`config.mk`:
```
export PLATFORM = sky130hd
export DESIGN_NAME = irig_gen
export DESIGN_NICKNAME = d
export VERILOG_FILES = /design/src/rtl/irig_gen.sv
export SDC_FILE = /design/constraint.sdc
export NUM_CORES = 1
export LEC_CHECK = 0
export CAP_MARGIN = 10
export CORE_MARGIN = 2
export CORE_UTILIZATION = 50
export CTS_CLUSTER_DIAMETER = 80
export DETAILED_ROUTE_END_ITERATION = 8
export GPL_TIMING_DRIVEN = 0
export PLACE_DENSITY_LB_ADDON = 0.08
export SYNTH_ARGS = -nofsm -noshare
export SYNTH_HDL_FRONTEND = slang
export SYNTH_SLANG_ARGS = --single-unit
```
`constraint.sdc`:
```
create_clock -name clk -period 4.9 [get_ports clk]
set_clock_uncertainty 0.15 [all_clocks]
set_input_delay 1.47 -clock clk [delete_from_list [all_inputs] [get_ports clk]]
set_output_delay 1.47 -clock clk [all_outputs]
set_load 0.01 [all_outputs]
```
`src/rtl/irig_gen.sv`:
```
// IRIG-B (B00x, DC level-shift) time-code generator with symbol mirror.
// Build with IRIG_AUTOINC_EN defined to advance the time by 1 s per frame.
module irig_gen #(
    parameter int TICKS_PER_MS = 100000,
    parameter int CNT_W        = 17
) (
    input  logic       clk,
    input  logic       hrd_rst,
    input  logic       ce,
    input  logic       en,
    input  logic       time_load,
    input  logic [6:0] sec_bcd,
    input  logic [6:0] min_bcd,
    input  logic [5:0] hr_bcd,
    input  logic [9:0] day_bcd,
    output logic       irig_out,
    output logic [2:0] sym,
    output logic       sym_valid,
    output logic [6:0] bit_idx,
    output logic       frame_start,
    output logic       busy
);

    typedef enum logic [1:0] {IDLE, LOAD, RUN} state_t;

    localparam logic [CNT_W-1:0] TICK_LAST = CNT_W'(TICKS_PER_MS - 1);
    localparam logic [2:0] SYM_MARK = 3'b111;
    localparam logic [2:0] SYM_ONE  = 3'b011;
    localparam logic [2:0] SYM_ZERO = 3'b001;

    state_t           state, state_d;
    logic [CNT_W-1:0] tick, tick_d;
    logic [3:0]       slot, slot_d;
    logic [6:0]       bit_d;
    logic             out_d, sv_d, fs_d, frame_ld;
    logic [2:0]       sym_d;
    logic [3:0]       pw;

    // time word layout: {day[29:20], hr[19:14], min[13:7], sec[6:0]}
    logic [29:0] time_in, shadow, frame, src;
    logic [99:0] fv;

    assign time_in = {day_bcd, hr_bcd, min_bcd, sec_bcd};
    assign src     = time_load ? time_in : shadow;
    assign busy    = (state != IDLE);

    function automatic logic is_mark(input logic [6:0] i);
        return (i == 7'd0) || ((i % 7'd10) == 7'd9);
    endfunction

    always_comb begin
        fv        = '0;
        fv[1+:4]  = frame[3:0];
        fv[6+:3]  = frame[6:4];
        fv[10+:4] = frame[10:7];
        fv[15+:3] = frame[13:11];
        fv[20+:4] = frame[17:14];
        fv[25+:2] = frame[19:18];
        fv[30+:4] = frame[23:20];
        fv[35+:4] = frame[27:24];
        fv[40+:2] = frame[29:28];
    end

    // high time of the current bit, in ms slots
    always_comb begin
        unique case (1'b1)
            sym == SYM_MARK: pw = 4'd8;
            sym == SYM_ONE:  pw = 4'd5;
            default:         pw = 4'd2;
        endcase
    end

`ifdef IRIG_AUTOINC_EN
    logic        fresh;
    logic [29:0] ld;

    function automatic logic [29:0] inc_time(input logic [29:0] t);
        logic [6:0] s, m;
        logic [5:0] h;
        logic [9:0] d;
        logic       cs, cm, ch;
        s  = t[6:0];
        m  = t[13:7];
        h  = t[19:14];
        d  = t[29:20];
        cs = (s == 7'h59);
        cm = cs && (m == 7'h59);
        ch = cm && (h == 6'h23);
        if (cs) s = '0;
        else if (s[3:0] == 4'h9) s = {s[6:4] + 3'd1, 4'h0};
        else s[3:0] = s[3:0] + 4'd1;
        if (cm) m = '0;
        else if (cs && m[3:0] == 4'h9) m = {m[6:4] + 3'd1, 4'h0};
        else if (cs) m[3:0] = m[3:0] + 4'd1;
        if (ch) h = '0;
        else if (cm && h[3:0] == 4'h9) h = {h[5:4] + 2'd1, 4'h0};
        else if (cm) h[3:0] = h[3:0] + 4'd1;
        if (ch) begin
            if (d == 10'h365) d = 10'h001;
            else if (d[3:0] != 4'h9) d[3:0] = d[3:0] + 4'd1;
            else if (d[7:4] != 4'h9) d = {d[9:8], d[7:4] + 4'd1, 4'h0};
            else d = {d[9:8] + 2'd1, 8'h00};
        end
        return {d, h, m, s};
    endfunction

    // a freshly loaded time goes out as-is; otherwise advance 1 s
    assign ld = (time_load || fresh) ? src : inc_time(src);

    always_ff @(posedge clk or posedge hrd_rst) begin
        if (hrd_rst) begin
            shadow <= '0;
            frame  <= '0;
            fresh  <= 1'b1;
        end else if (frame_ld) begin
            shadow <= ld;
            frame  <= ld;
            fresh  <= 1'b0;
        end else if (time_load) begin
            shadow <= time_in;
            fresh  <= 1'b1;
        end
    end
`else
    always_ff @(posedge clk or posedge hrd_rst) begin
        if (hrd_rst) begin
            shadow <= '0;
            frame  <= '0;
        end else begin
            if (time_load) shadow <= time_in;
            if (frame_ld)  frame  <= src;
        end
    end
`endif

    always_comb begin
        state_d  = state;
        tick_d   = tick;
        slot_d   = slot;
        bit_d    = bit_idx;
        out_d    = irig_out;
        sym_d    = sym;
        sv_d     = 1'b0;
        fs_d     = 1'b0;
        frame_ld = 1'b0;
        if (ce) begin
            unique case (state)
                IDLE: if (en) state_d = LOAD;
                LOAD: begin
                    state_d  = RUN;
                    frame_ld = 1'b1;
                    tick_d   = '0;
                    slot_d   = '0;
                    bit_d    = '0;
                    out_d    = 1'b1;
                    sym_d    = SYM_MARK;
                    sv_d     = 1'b1;
                    fs_d     = 1'b1;
                end
                RUN: begin
                    if (tick != TICK_LAST) begin
                        tick_d = tick + CNT_W'(1);
                    end else begin
                        tick_d = '0;
                        if (slot != 4'd9) begin
                            slot_d = slot + 4'd1;
                            out_d  = (slot_d < pw);
                        end else if (bit_idx == 7'd99) begin
                            slot_d  = '0;
                            bit_d   = '0;
                            out_d   = 1'b0;
                            state_d = en ? LOAD : IDLE;
                        end else begin
                            slot_d = '0;
                            bit_d  = bit_idx + 7'd1;
                            out_d  = 1'b1;
                            sv_d   = 1'b1;
                            sym_d  = is_mark(bit_d) ? SYM_MARK :
                                     fv[bit_d] ? SYM_ONE : SYM_ZERO;
                        end
                    end
                end
                default: state_d = IDLE;
            endcase
        end
    end

    always_ff @(posedge clk or posedge hrd_rst) begin
        if (hrd_rst) begin
            state       <= IDLE;
            tick        <= '0;
            slot        <= '0;
            bit_idx     <= '0;
            irig_out    <= 1'b0;
            sym         <= '0;
            sym_valid   <= 1'b0;
            frame_start <= 1'b0;
        end else begin
            state       <= state_d;
            tick        <= tick_d;
            slot        <= slot_d;
            bit_idx     <= bit_d;
            irig_out    <= out_d;
            sym         <= sym_d;
            sym_valid   <= sv_d;
            frame_start <= fs_d;
        end
    end

endmodule

```
* Yosys cells after proc, flatten, opt, wreduce, memory -nomap -nowiden
Cells that the tools add are included.
** Cells by class
- Add/subtract/negate cells :: 3
- $mul :: 0
- Div/mod/pow operators :: 1
- $lt $le $gt $ge :: 2
- Eq/ne operators :: 13
- Shift-type cells :: 0
- Mux-type cells :: 35
- Bitwise gates (word level) :: 0
- Reduce and logical (&&, ||, !) cells :: 10
** Operators by type and width (number)
- case mux 17 bit (2 select lines) :: 1
- 2-to-1 mux 30 bit :: 1
- 2-to-1 mux 7 bit :: 3
- adder 17 x 1 -> 17 bit, second input constant :: 1
- 2-to-1 mux 17 bit :: 1
- != test 17 bit, second input constant :: 1
- case mux 4 bit (2 select lines) :: 2
- case mux 7 bit (2 select lines) :: 1
- 2-to-1 mux 3 bit :: 4
- 2-to-1 mux 1 bit :: 10
- 2-to-1 mux 2 bit :: 5
- != test 2 bit, second input constant :: 5
- AND reduction 5 bit :: 2
- less-than comparator 7 x 8 -> 1 bit, second input constant :: 1
- 2-to-1 mux 4 bit :: 2
- adder 7 x 1 -> 7 bit, second input constant :: 1
- binary-select mux 1 bit (select 7 bit) :: 1
- equality test 7 x 4 -> 1 bit, second input constant :: 1
- equality test 7 bit, second input constant :: 1
- zero test 7 bit :: 1
- modulo 7 x 4 -> 7 bit, second input constant :: 1
- case mux 2 bit (3 select lines) :: 1
- case mux 3 bit (2 select lines) :: 1
- adder 4 x 1 -> 4 bit, second input constant :: 1
- 13 further kinds :: 15
** Word-level totals
- Register bits :: 96
- Latch bits :: 0
- RAM bits :: 0
- ROM bits :: 0
- Input port bits :: 35
- Output and inout port bits :: 14
- Logic and storage cells :: 74
- Memories kept :: 0

* Logic depth before layout (Yosys ltp)
Gate-level depths: netlist of the first run.
- Word-level depth :: 9
- Depth in mapped cells :: 14
- Gate-level depth less buffers :: 14

* Worst setup path before layout of the first run
No wires, ideal clock.
- Path type :: register to register
- Start :: register bit_idx[5]
- End :: register sym[1]
- Setup time :: 0.077 ns
- Arrival time :: 3.316 ns
- Required time :: 4.673 ns
- Setup slack :: 1.357 ns
- Cell stages (with the launch flop) :: 14
- Path buffers :: 2
- Clock period less this slack :: 3.543 ns
- Cell sequence :: dfrtp_1 -> clkbuf_1 -> buf_2 -> xnor2_1 -> ha_1 -> nor2b_1 -> nand2_1 -> o221a_2 -> a2bb2oi_1 -> or2_1 -> or4_1 -> a311oi_1 -> o21ai_1 -> a21oi_1
** On the way
- Cells in the longest elaborated chain, start to end :: 9
** RTL lines
- from (decl) :: line 19 : output logic [6:0] bit_idx,
- from (signal assigned) :: line 202 : bit_idx <= bit_d;
- adder 7 x 1 -> 7 bit :: line 175 : bit_d = bit_idx + 7'd1;
- modulo 7 x 4 -> 7 bit / binary-select mux 1 bit (select 7 bit) (equally long branches) :: line 48, 179
- equality test 7 x 4 -> 1 bit / 2-to-1 mux 1 bit (equally long branches) :: line 48, 179
- logical OR 1 bit / 2-to-1 mux 2 bit (equally long branches) :: line 48, 179
- 2-to-1 mux 3 bit :: line 178 : sym_d = is_mark(bit_d) ? SYM_MARK :
- 2-to-1 mux 3 bit :: line 168 : end else if (bit_idx == 7'd99) begin
- 2-to-1 mux 3 bit :: line 165 : if (slot != 4'd9) begin
- 2-to-1 mux 3 bit :: line 161 : if (tick != TICK_LAST) begin
- case mux 3 bit (2 select lines) :: line 147 : unique case (state)
- to (signal assigned) :: line 204 : sym <= sym_d;
- to (decl) :: line 17 : output logic [2:0] sym,
Parallel ways exist; a longest one is shown, timed or not. The select of a mux whose other input is x is not followed.
A chain may end at the register's enable or synchronous reset.

* Worst setup path after layout of the first run
Ends and elaborated chain as after synthesis.

==> results_dict.tcl, run 1 <==
set metrics [dict create \
    status "finished, final reports clean" \
    swShare_pct 33.4 \
    crit_fanout 10 \
    area_growth_pct 16.7 \
    layout_min_cycle_time_ns 4.25 \
    post_cts_buffers 0 \
    wl_per_cell_um 15.9 \
    grt-ovfl-total 0 \
    grt_pass1_vias 3825 \
    start_kind "register" \
    die_area_sq_mm 0.0111 \
    synth_ff_type "dfrtp_1" \
    finalCritPeriodShare_pct 86.8 \
    die_h_um 105 \
    core_area_sq_mm 0.0101 \
    syn-cell-area_sq_mm 0.00515 \
    synth_nets 531 \
    dp_hpwl_mm 7.85 \
    fp-row-count 37 \
    h-tree-depth 3 \
    cts_resized 0 \
    antenna_found_initial 0 \
    drt_iter0_drc 168 \
    hold_depth 1 \
    crit_required_ns 5.05 \
    yosysSeqAreaShare_pct 46.6 \
    synth_top_area_cell "dfrtp_1" \
    peakVddDrop_v 0.000291 \
    slew_headroom_pct 43.8 \
    setup_viol 0 \
    insertion_delay_ns 0.37 \
    switching_power_mw 0.815 \
    r2r_cells 13 \
    ios 49 \
    finalMaxSlewViolations 0 \
    avgSynthCellArea_sq_um 10.7 \
    yosys.area.top_type_share_pct 46.6 \
    antennaDiodeCount 0 \
    p_per_area_mw_per_mm2 406 \
    reg2reg_from "bit_idx[5]" \
    ys_types 60 \
    final_common_cell "dfrtp_1" \
    nets 590 \
    clock_sinks 96 \
    grt_use_total_pct 20.6 \
    synth-seq-cells 96 \
    layout-drive-gt1-share_pct 18.9 \
    place.gp.congestion 0.864 \
    finalHoldViolCount 0 \
    hp-start "shadow[13]" \
    hold_ws_ns 0.351 \
    postLayoutCellArea_sq_mm 0.00601 \
    grt_pass1_wl_mm 18.5 \
    start_util_pct 50.8 \
    hold_path.class "register to register" \
    async_flop_share_pct 100 \
    fp.dieW_um 105 \
    final_cell_mix "dfrtp_1 (96), mux2_2 (65), clkdlybuf4s50_1 (47), nand2_1 (39), nor2_1 (39)" \
    cts.clk_slew.worst_paths_ns 0.09 \
    vias 3832 \
    ctsHoldBuffers 0 \
    p_leak_nw 2.49 \
    power.share.sequential_pct 45.1 \
    end_kind "register" \
    cts_tree "built" \
    worstSetupPathType "register to register" \
    drc_errors 0 \
    wl_mm 10.8 \
    rsz0062_at_grt "false" \
    drt_first_pass_iters 5 \
    power.share.clock_pct 21.3 \
    cts_buffer_depth 2 \
    placed_area_sq_mm 0.00582 \
    grt_max_degree 70 \
    cp.arrival_ns 4.41 \
    cts_buffers 9 \
    io_buffers 47 \
    synth_warnings 0 \
    clock.fmax_mhz 235 \
    worst_pin_slew_ns 0.837 \
    root_buffer "clkbuf_8" \
    internal-power_mw 1.63 \
    max_cap_violations 0 \
    fillerInstances 858 \
    startpoint "bit_idx[5]" \
    ant_nets 0 \
    synth.area.top_cells "dfrtp_1 (47%), mux2_2 (14%), ha_1 (3.6%), nand2_1 (2.8%), nor2_1 (2.8%)" \
    synth-edff-count 0 \
    comb_power_share_pct 33.7 \
    syn_inst 481 \
    vias_per_cell 5.64 \
]
critical path: stages, from the launching register on:
cell      delay [ns]
dfrtp_1         0.42
clkbuf_1        0.25
buf_2           0.26
xnor2_1         0.56
ha_1            0.46
and4b_1         0.24
a221oi_1        0.07
a211oi_2        0.40
a211oi_2        0.15
o21a_1          0.22
or4_1           0.39
a311oi_1        0.27
o21ai_1         0.18
a21oi_1         0.17
cell families after synthesis:
family | after synthesis | synth area share, %
fa+ha+maj | 15 | 3.64
buf+inv | 33 | 2.70
flops | 96 | 46.6
compound gates | 82 | 11.0
xor+xnor | 20 | 3.55
simple gates | 158 | 15.7
mux | 77 | 16.8
worst paths after layout:
| kind | slack (ns) | end |
|---|---|---|
| setup / recovery | 0.65 | sym[1] |
| hold / removal | 0.35 | shadow[13] |
| setup reg to reg | 0.65 | sym[1] |
| hold reg to reg | 0.35 | shadow[13] |
| max in group asynchronous | 2.68 | bit_idx[6] |
| min in group asynchronous | 1.29 | frame[10] |
power by group through the flow:
stage | clock (mW) | sequential, mW | combinational (mW)
6_report | 0.519 | 1.10 | 0.822
5_1_grt | 0.565 | 1.13 | 0.908
4_1_cts | 0.536 | 1.10 | 0.827
3_5_place_dp | 0 | 1.12 | 0.825
3_3_place_gp | 0 | 1.11 | 0.807
2_1_floorplan | 0 | 1.09 | 0.593
through the flow:
| stage | setup slack (ns) | utilization (%) | total power [mW] | setup TNS (ns) | instances |
|---|---|---|---|---|---|
| after global routing | 0.410 | 59.3 | 2.60 | 0 | 680 |
| after CTS | 0.682 | 59.3 | 2.46 | 0 | 680 |
| after detailed placement | 0.691 | 57.4 | 1.94 | 0 | 665 |
| final | 0.645 | 59.3 | 2.44 | 0 | 680 |
| after global placement | -0.663 | 57.1 | 1.92 | -63.14 | 664 |
| after floorplan | 0.775 | - | 1.68 | 0 | 481 |
synth_stat cells (all sizes together) (4+ instances only):
cell type / count
clkbuf: 12
mux2i: 11
inv: 10
a311oi: 5
and2: 5
a211oi: 4
dfrtp: 96
a21oi: 14
o21ai: 30
mux2: 65
nor2: 39
xor2: 8
xnor2: 12
nand3: 21
nor3: 10
o211ai: 4
a221oi: 4
buf: 11
ha: 15
and3: 8
nand2b: 6
nand2: 40
a31oi: 5
state kept, by name, summed over array words and instances, names as in the netlist:
| register | flops |
|---|---|
| slot | 4 |
| bit_idx | 7 |
| frame | 30 |
| tick | 17 |
| sym | 3 |
| state | 2 |
| frame_start | 1 |
| sym_valid | 1 |
| shadow | 30 |
| irig_out | 1 |
cell type report:
class                   count  area [sq um]  share of cell area [%]
inverters                  10          40.0                   0.666
multi-input cells         352          2610                    43.4
clock inverters             6          67.6                    1.12
flip-flops and latches     96          2400                    40.0
clock buffers               9           124                    2.06
well taps                 136           170                    2.83
plain buffers              23           101                    1.69
repair buffers             48           498                    8.28
routing by layer:
metal  part of all wire, %  vias to the layer above  track usage [%]
met5                     0                        -                0
met2                    47                       68             32.6
li1                      -                     1849                -
met3                   3.0                       21             2.29
met4                   2.3                        0             8.74
met1                    48                     1894             28.9
No activity file was read; power rests on OpenSTA's default activity.
==> inputs of run 2 (changes only) <==
--- a/config.mk
+++ b/config.mk
@@ -12,6 +12,9 @@
 export DETAILED_ROUTE_END_ITERATION = 8
 export GPL_TIMING_DRIVEN = 0
 export PLACE_DENSITY_LB_ADDON = 0.08
+export SETUP_SLACK_MARGIN = 0.3
+export SLEW_MARGIN = 15
 export SYNTH_ARGS = -nofsm -noshare
 export SYNTH_HDL_FRONTEND = slang
 export SYNTH_SLANG_ARGS = --single-unit
+export TNS_END_PERCENT = 10
==> results_dict.tcl, run 2 (synthesis results as in run 1) <==
set metrics [dict create \
    post_cts_buffers 0 \
    layout-drive-gt1-share_pct 18.9 \
    worstSetupPathType "register to register" \
    worst_pin_slew_ns 0.895 \
    r2r-end "sym[1]" \
    crit_required_ns 5.05 \
    fp.dieW_um 105 \
    grt_pass1_vias 3793 \
    drt_iter0_drc 123 \
    slowest_delay_ns 0.54 \
    p_per_area_mw_per_mm2 416 \
    r2r_cells 13 \
    final_common_cell "dfrtp_1" \
    p_leak_nw 2.51 \
    wl_mm 11.0 \
    io_buffers 47 \
    finalMaxSlewViolations 0 \
    root_buffer "clkbuf_8" \
    insertion_delay_ns 0.36 \
    cpMostUsedCell "a211oi_2" \
    r2r_setup_slack_ns 0.66 \
    grt_use_total_pct 21.0 \
    startpoint "bit_idx[5]" \
    drc_errors 0 \
    rsz0062_at_grt "false" \
    die_area_sq_mm 0.0111 \
    grt_max_degree 58 \
    place.gp.congestion 0.864 \
    crit_slowest_cell "xnor2_1" \
    start_kind "register" \
    antennaDiodeCount 0 \
    crit_fanout 10 \
    h-tree-depth 3 \
    hold_depth 1 \
    max_cap_violations 0 \
    start_util_pct 50.8 \
    area_growth_pct 17.3 \
    drt_first_pass_iters 4 \
    cp_cell_sequence "clkbuf_1 > buf_2 > xnor2_1 > ha_1 > and4b_1 > a221oi_1 > a211oi_2 > a211oi_2 > o21a_1 > or4_1 > a311oi_1 > o21ai_1 > a21oi_1" \
    slew_headroom_pct 39.9 \
    top_regs "frame (30), shadow (30), tick (17)" \
    finalHoldViolCount 0 \
    hold_path.class "register to register" \
    ios 49 \
    vias_per_cell 5.64 \
    finalCritPeriodShare_pct 86.6 \
    cp.arrival_ns 4.39 \
    p_total_mw 2.51 \
    ant_nets 0 \
    fillerInstances 855 \
    hold_ws_ns 0.349 \
    dp.cells 665 \
    crit_family "compound AO/OA/AOI/OAI gates" \
    hold_end "shadow[13]" \
    hp-start "shadow[13]" \
    register_area_sq_mm 0.00240 \
    cts_buffer_depth 2 \
    setup_slack_ns 0.658 \
    peakVddDrop_v 0.000291 \
    place_worst_setup_slack_ns 0.722 \
    grt-ovfl-total 0 \
    cts_tree "built" \
    dp_hpwl_mm 7.90 \
    final_cell_mix "dfrtp_1 (96), mux2_2 (65), clkdlybuf4s50_1 (47), nand2_1 (39), nor2_1 (39)" \
    layout.cells.non_filler 681 \
    setup_viol 0 \
    reg2reg_from "bit_idx[5]" \
    status "finished, final reports clean" \
    vias 3841 \
    nets 590 \
    cts_buffers 9 \
    multi_input_area_sq_mm 0.00261 \
    end_kind "register" \
    clock_sinks 96 \
    ctsHoldBuffers 0 \
    fp-row-count 37 \
    die_h_um 105 \
    cp_num_buf_inv 2 \
    layout_min_cycle_time_ns 4.24 \
    cts_resized 0 \
    cts.clk_slew.worst_paths_ns 0.09 \
    antenna_found_initial 0 \
    clock.fmax_mhz 236 \
    wl_per_cell_um 16.1 \
    core_area_sq_mm 0.0101 \
    grt_pass1_wl_mm 18.7 \
]
## run 2: cell types whose count changed in the layout (fill, tap and decap cells not counted)
cell / before / now
clkinvlp_4: 2 / 0
clkbuf_1: 12 / 13
buf_12: 0 / 1
clkinv_4: 0 / 1
clkinv_2: 1 / 0
buf_16: 1 / 0
bufinv_16: 1 / 2
clkbuf_8: 9 / 10
## run 2: how the worst max path moves through the flow
| stage | to | slack, ns | cells after the start |
|---|---|---|---|
| 3_5_place_dp | sym[1] | 0.72 | 13 |
| 5_1_grt | sym[1] | 0.34 | 13 |
| 3_3_place_gp | frame[21] | -0.66 | 2 |
| 6_report | sym[1] | 0.66 | 13 |
| 4_1_cts | sym[1] | 0.71 | 13 |
| 2_1_floorplan | bit_idx[0] | 0.77 | 1 |
## run 2: worst register-to-register path, stage by stage (launching register included)
cell and delay [ns]:
dfrtp_1 0.42, clkbuf_1 0.24, buf_2 0.25, xnor2_1 0.54, ha_1 0.45, and4b_1 0.24
a221oi_1 0.07, a211oi_2 0.42, a211oi_2 0.15, o21a_1 0.22, or4_1 0.39, a311oi_1 0.28
o21ai_1 0.18, a21oi_1 0.17
## run 2: power breakdown
part	leakage, nW	switching [mW]	internal (mW)
Combinational	1.21	0.416	0.408
Clock	0.115	0.283	0.306
Sequential	1.19	0.118	0.981
## run 2: area by class of cell
class	count	share of cell area [%]
plain buffers	23	1.68
inverters	10	0.663
flip-flops and latches	96	39.8
multi-input cells	352	43.2
clock buffers	11	2.34
clock inverters	5	1.43
repair buffers	48	8.12
well taps	136	2.82
## run 2: per-stage QoR
step	area, sq um	util, %	TNS, ns
final	6040	59.6	0
after global routing	6040	59.6	0
after CTS	6040	59.6	0
after detailed placement	5810	57.3	0
after global placement	5790	57.1	-63.14
after floorplan	5150	-	0
## run 2: per-layer routing
metal / global-route usage, % / up-vias / part of all wire (%)
met1: 30.1 / 1904 / 47
met3: 2.29 / 13 / 3.5
li1: - / 1845 / -
met5: 0 / - / 0
met2: 33.1 / 79 / 48
met4: 7.61 / 0 / 1.6
==> inputs of run 3 (changes only) <==
--- a/config.mk
+++ b/config.mk
@@ -6,6 +6,7 @@
 export NUM_CORES = 1
 export LEC_CHECK = 0
 export CAP_MARGIN = 10
+export CORE_ASPECT_RATIO = 0.6
 export CORE_MARGIN = 2
 export CORE_UTILIZATION = 50
 export CTS_CLUSTER_DIAMETER = 80
==> results_dict.tcl, run 3 (synthesis results as in run 1) <==
set metrics [dict create \
    status "finished, final reports clean" \
    core_area_sq_mm 0.00995 \
    clock_sinks 96 \
    worstSetupPathType "register to register" \
    p_per_area_mw_per_mm2 431 \
    cts_buffers 9 \
    dp_hpwl_mm 8.36 \
    place_worst_setup_slack_ns 0.825 \
    crit_fanout 10 \
    io_buffers 47 \
    layout.cells.non_filler 680 \
    finalMaxSlewViolations 0 \
    root_buffer "clkbuf_16" \
    use_met2_pct 30.4 \
    grt_use_total_pct 21.7 \
    top_regs "frame (30), shadow (30), tick (17)" \
    crit_required_ns 5.02 \
    grt_pass1_wl_mm 18.6 \
    drt_iter0_drc 303 \
    power.share.sequential_pct 41.6 \
    grt-ovfl-total 0 \
    layout_min_cycle_time_ns 4.21 \
    post_cts_buffers 0 \
    fillerInstances 839 \
    ctsHoldBuffers 0 \
    power.share.clock_pct 26.2 \
    place.gp.congestion 0.876 \
    ios 49 \
    cts_buffer_depth 2 \
    end_kind "register" \
    use_met3_pct 6.35 \
    vias_per_cell 5.55 \
    utilization_pct 61.5 \
    fp-row-count 28 \
    final_cell_mix "dfrtp_1 (96), mux2_2 (65), clkdlybuf4s50_1 (47), nand2_1 (39), nor2_1 (39)" \
    register_area_sq_mm 0.00240 \
    multi_input_area_sq_mm 0.00261 \
    grt_max_degree 59 \
    grt_pass1_vias 3597 \
    swShare_pct 33.6 \
    area_growth_pct 18.9 \
    p_total_mw 2.64 \
    vias 3775 \
    fp.dieW_um 135 \
    crit_slowest_cell "xnor2_1" \
    hold_ws_ns 0.336 \
    layout-drive-gt1-share_pct 19.1 \
    setup_slack_ns 0.691 \
    wl_per_cell_um 16.4 \
    insertion_delay_ns 0.35 \
    die_h_um 82.6 \
    cts_tree "built" \
    antennaDiodeCount 0 \
    gr-usage-met1_pct 33.3 \
    ant_nets 0 \
    start_kind "register" \
    antenna_found_initial 0 \
    slowest_delay_ns 0.58 \
    cp.arrival_ns 4.33 \
    h-tree-depth 3 \
    peakVddDrop_v 0.000235 \
    worst_pin_slew_ns 0.894 \
    cp_cell_sequence "clkbuf_1 > buf_2 > xnor2_1 > ha_1 > nor2b_1 > nand2_1 > o221a_2 > a2bb2oi_1 > or2_1 > or4_1 > a311oi_1 > o21ai_1 > a21oi_1" \
    wl_mm 11.1 \
    drt_first_pass_iters 4 \
    slew_headroom_pct 40.2 \
    cts.clk_slew.worst_paths_ns 0.07 \
    switching_power_mw 0.886 \
    hold_path.class "register to register" \
    cts_resized 0 \
    rsz0062_at_grt "false" \
    internal-power_mw 1.75 \
    top_usage_layer "met1" \
    comb_power_share_pct 32.1 \
    die_area_sq_mm 0.0112 \
    start_util_pct 51.8 \
    final_common_cell "dfrtp_1" \
    setup_viol 0 \
    p_leak_nw 2.55 \
    finalHoldViolCount 0 \
    nets 590 \
    drc_errors 0 \
    max_cap_violations 0 \
    finalCritPeriodShare_pct 85.9 \
    dp.cells 664 \
    clock.fmax_mhz 238 \
]
run 3: cell count changes in the layout (fill, tap and decap cells not counted), sizes merged:
cell / change
bufinv: -2
clkbuf: -2
clkinv: +3
clkinvlp: +1
run 3: final timing paths:
| path | startpoint | endpoint | slack (ns) | cells past startpoint |
|---|---|---|---|---|
| max | bit_idx[5] | sym[1] | 0.69 | 13 |
| min | sym[0] | sym[0] | 0.34 | 1 |
| max reg2reg | bit_idx[5] | sym[1] | 0.69 | 13 |
| min reg2reg | sym[0] | sym[0] | 0.34 | 1 |
| max in group asynchronous | hrd_rst | shadow[3] | 2.60 | 3 |
| min in group asynchronous | hrd_rst | shadow[20] | 1.36 | 2 |
run 3: area by class of cell:
class	count	area share, %
Tap cell	135	2.76
Multi-Input combinational cell	352	42.6
Clock inverter	7	1.27
Buffer	23	1.66
Sequential cell	96	39.2
Inverter	10	0.654
Timing Repair Buffer	48	8.13
Clock buffer	9	3.68
run 3: power by group through the flow:
| stage | sequential (mW) | combinational (mW) | clock, mW |
|---|---|---|---|
| CTS | 1.10 | 0.847 | 0.713 |
| floorplan | 1.09 | 0.593 | 0 |
| finish | 1.10 | 0.848 | 0.692 |
| global placement | 1.11 | 0.819 | 0 |
| detailed placement | 1.11 | 0.843 | 0 |
| global route | 1.12 | 0.931 | 0.757 |
run 3: per-stage QoR:
step	area, sq um	setup TNS (ns)
detailed placement	5820	0
global route	6120	0
finish	6120	0
floorplan	5150	0
CTS	6120	0
global placement	5790	-59.19
run 3: worst max-delay path: cells and delay by family (launching register included):
family | cells | cell delay [ns]
DFF | 1 | 0.39
buffers and inverters | 2 | 0.45
AOI/OAI and AO/OA | 5 | 1.06
and+or+nand+nor | 4 | 1.11
xor gates and xnor gates | 1 | 0.58
adders and majority gates | 1 | 0.39
run 3: metal layers:
layer	up-vias	wire [um]
met5	-	0
met2	71	4540
li1	1858	-
met3	4	569
met1	1842	5990
met4	0	39
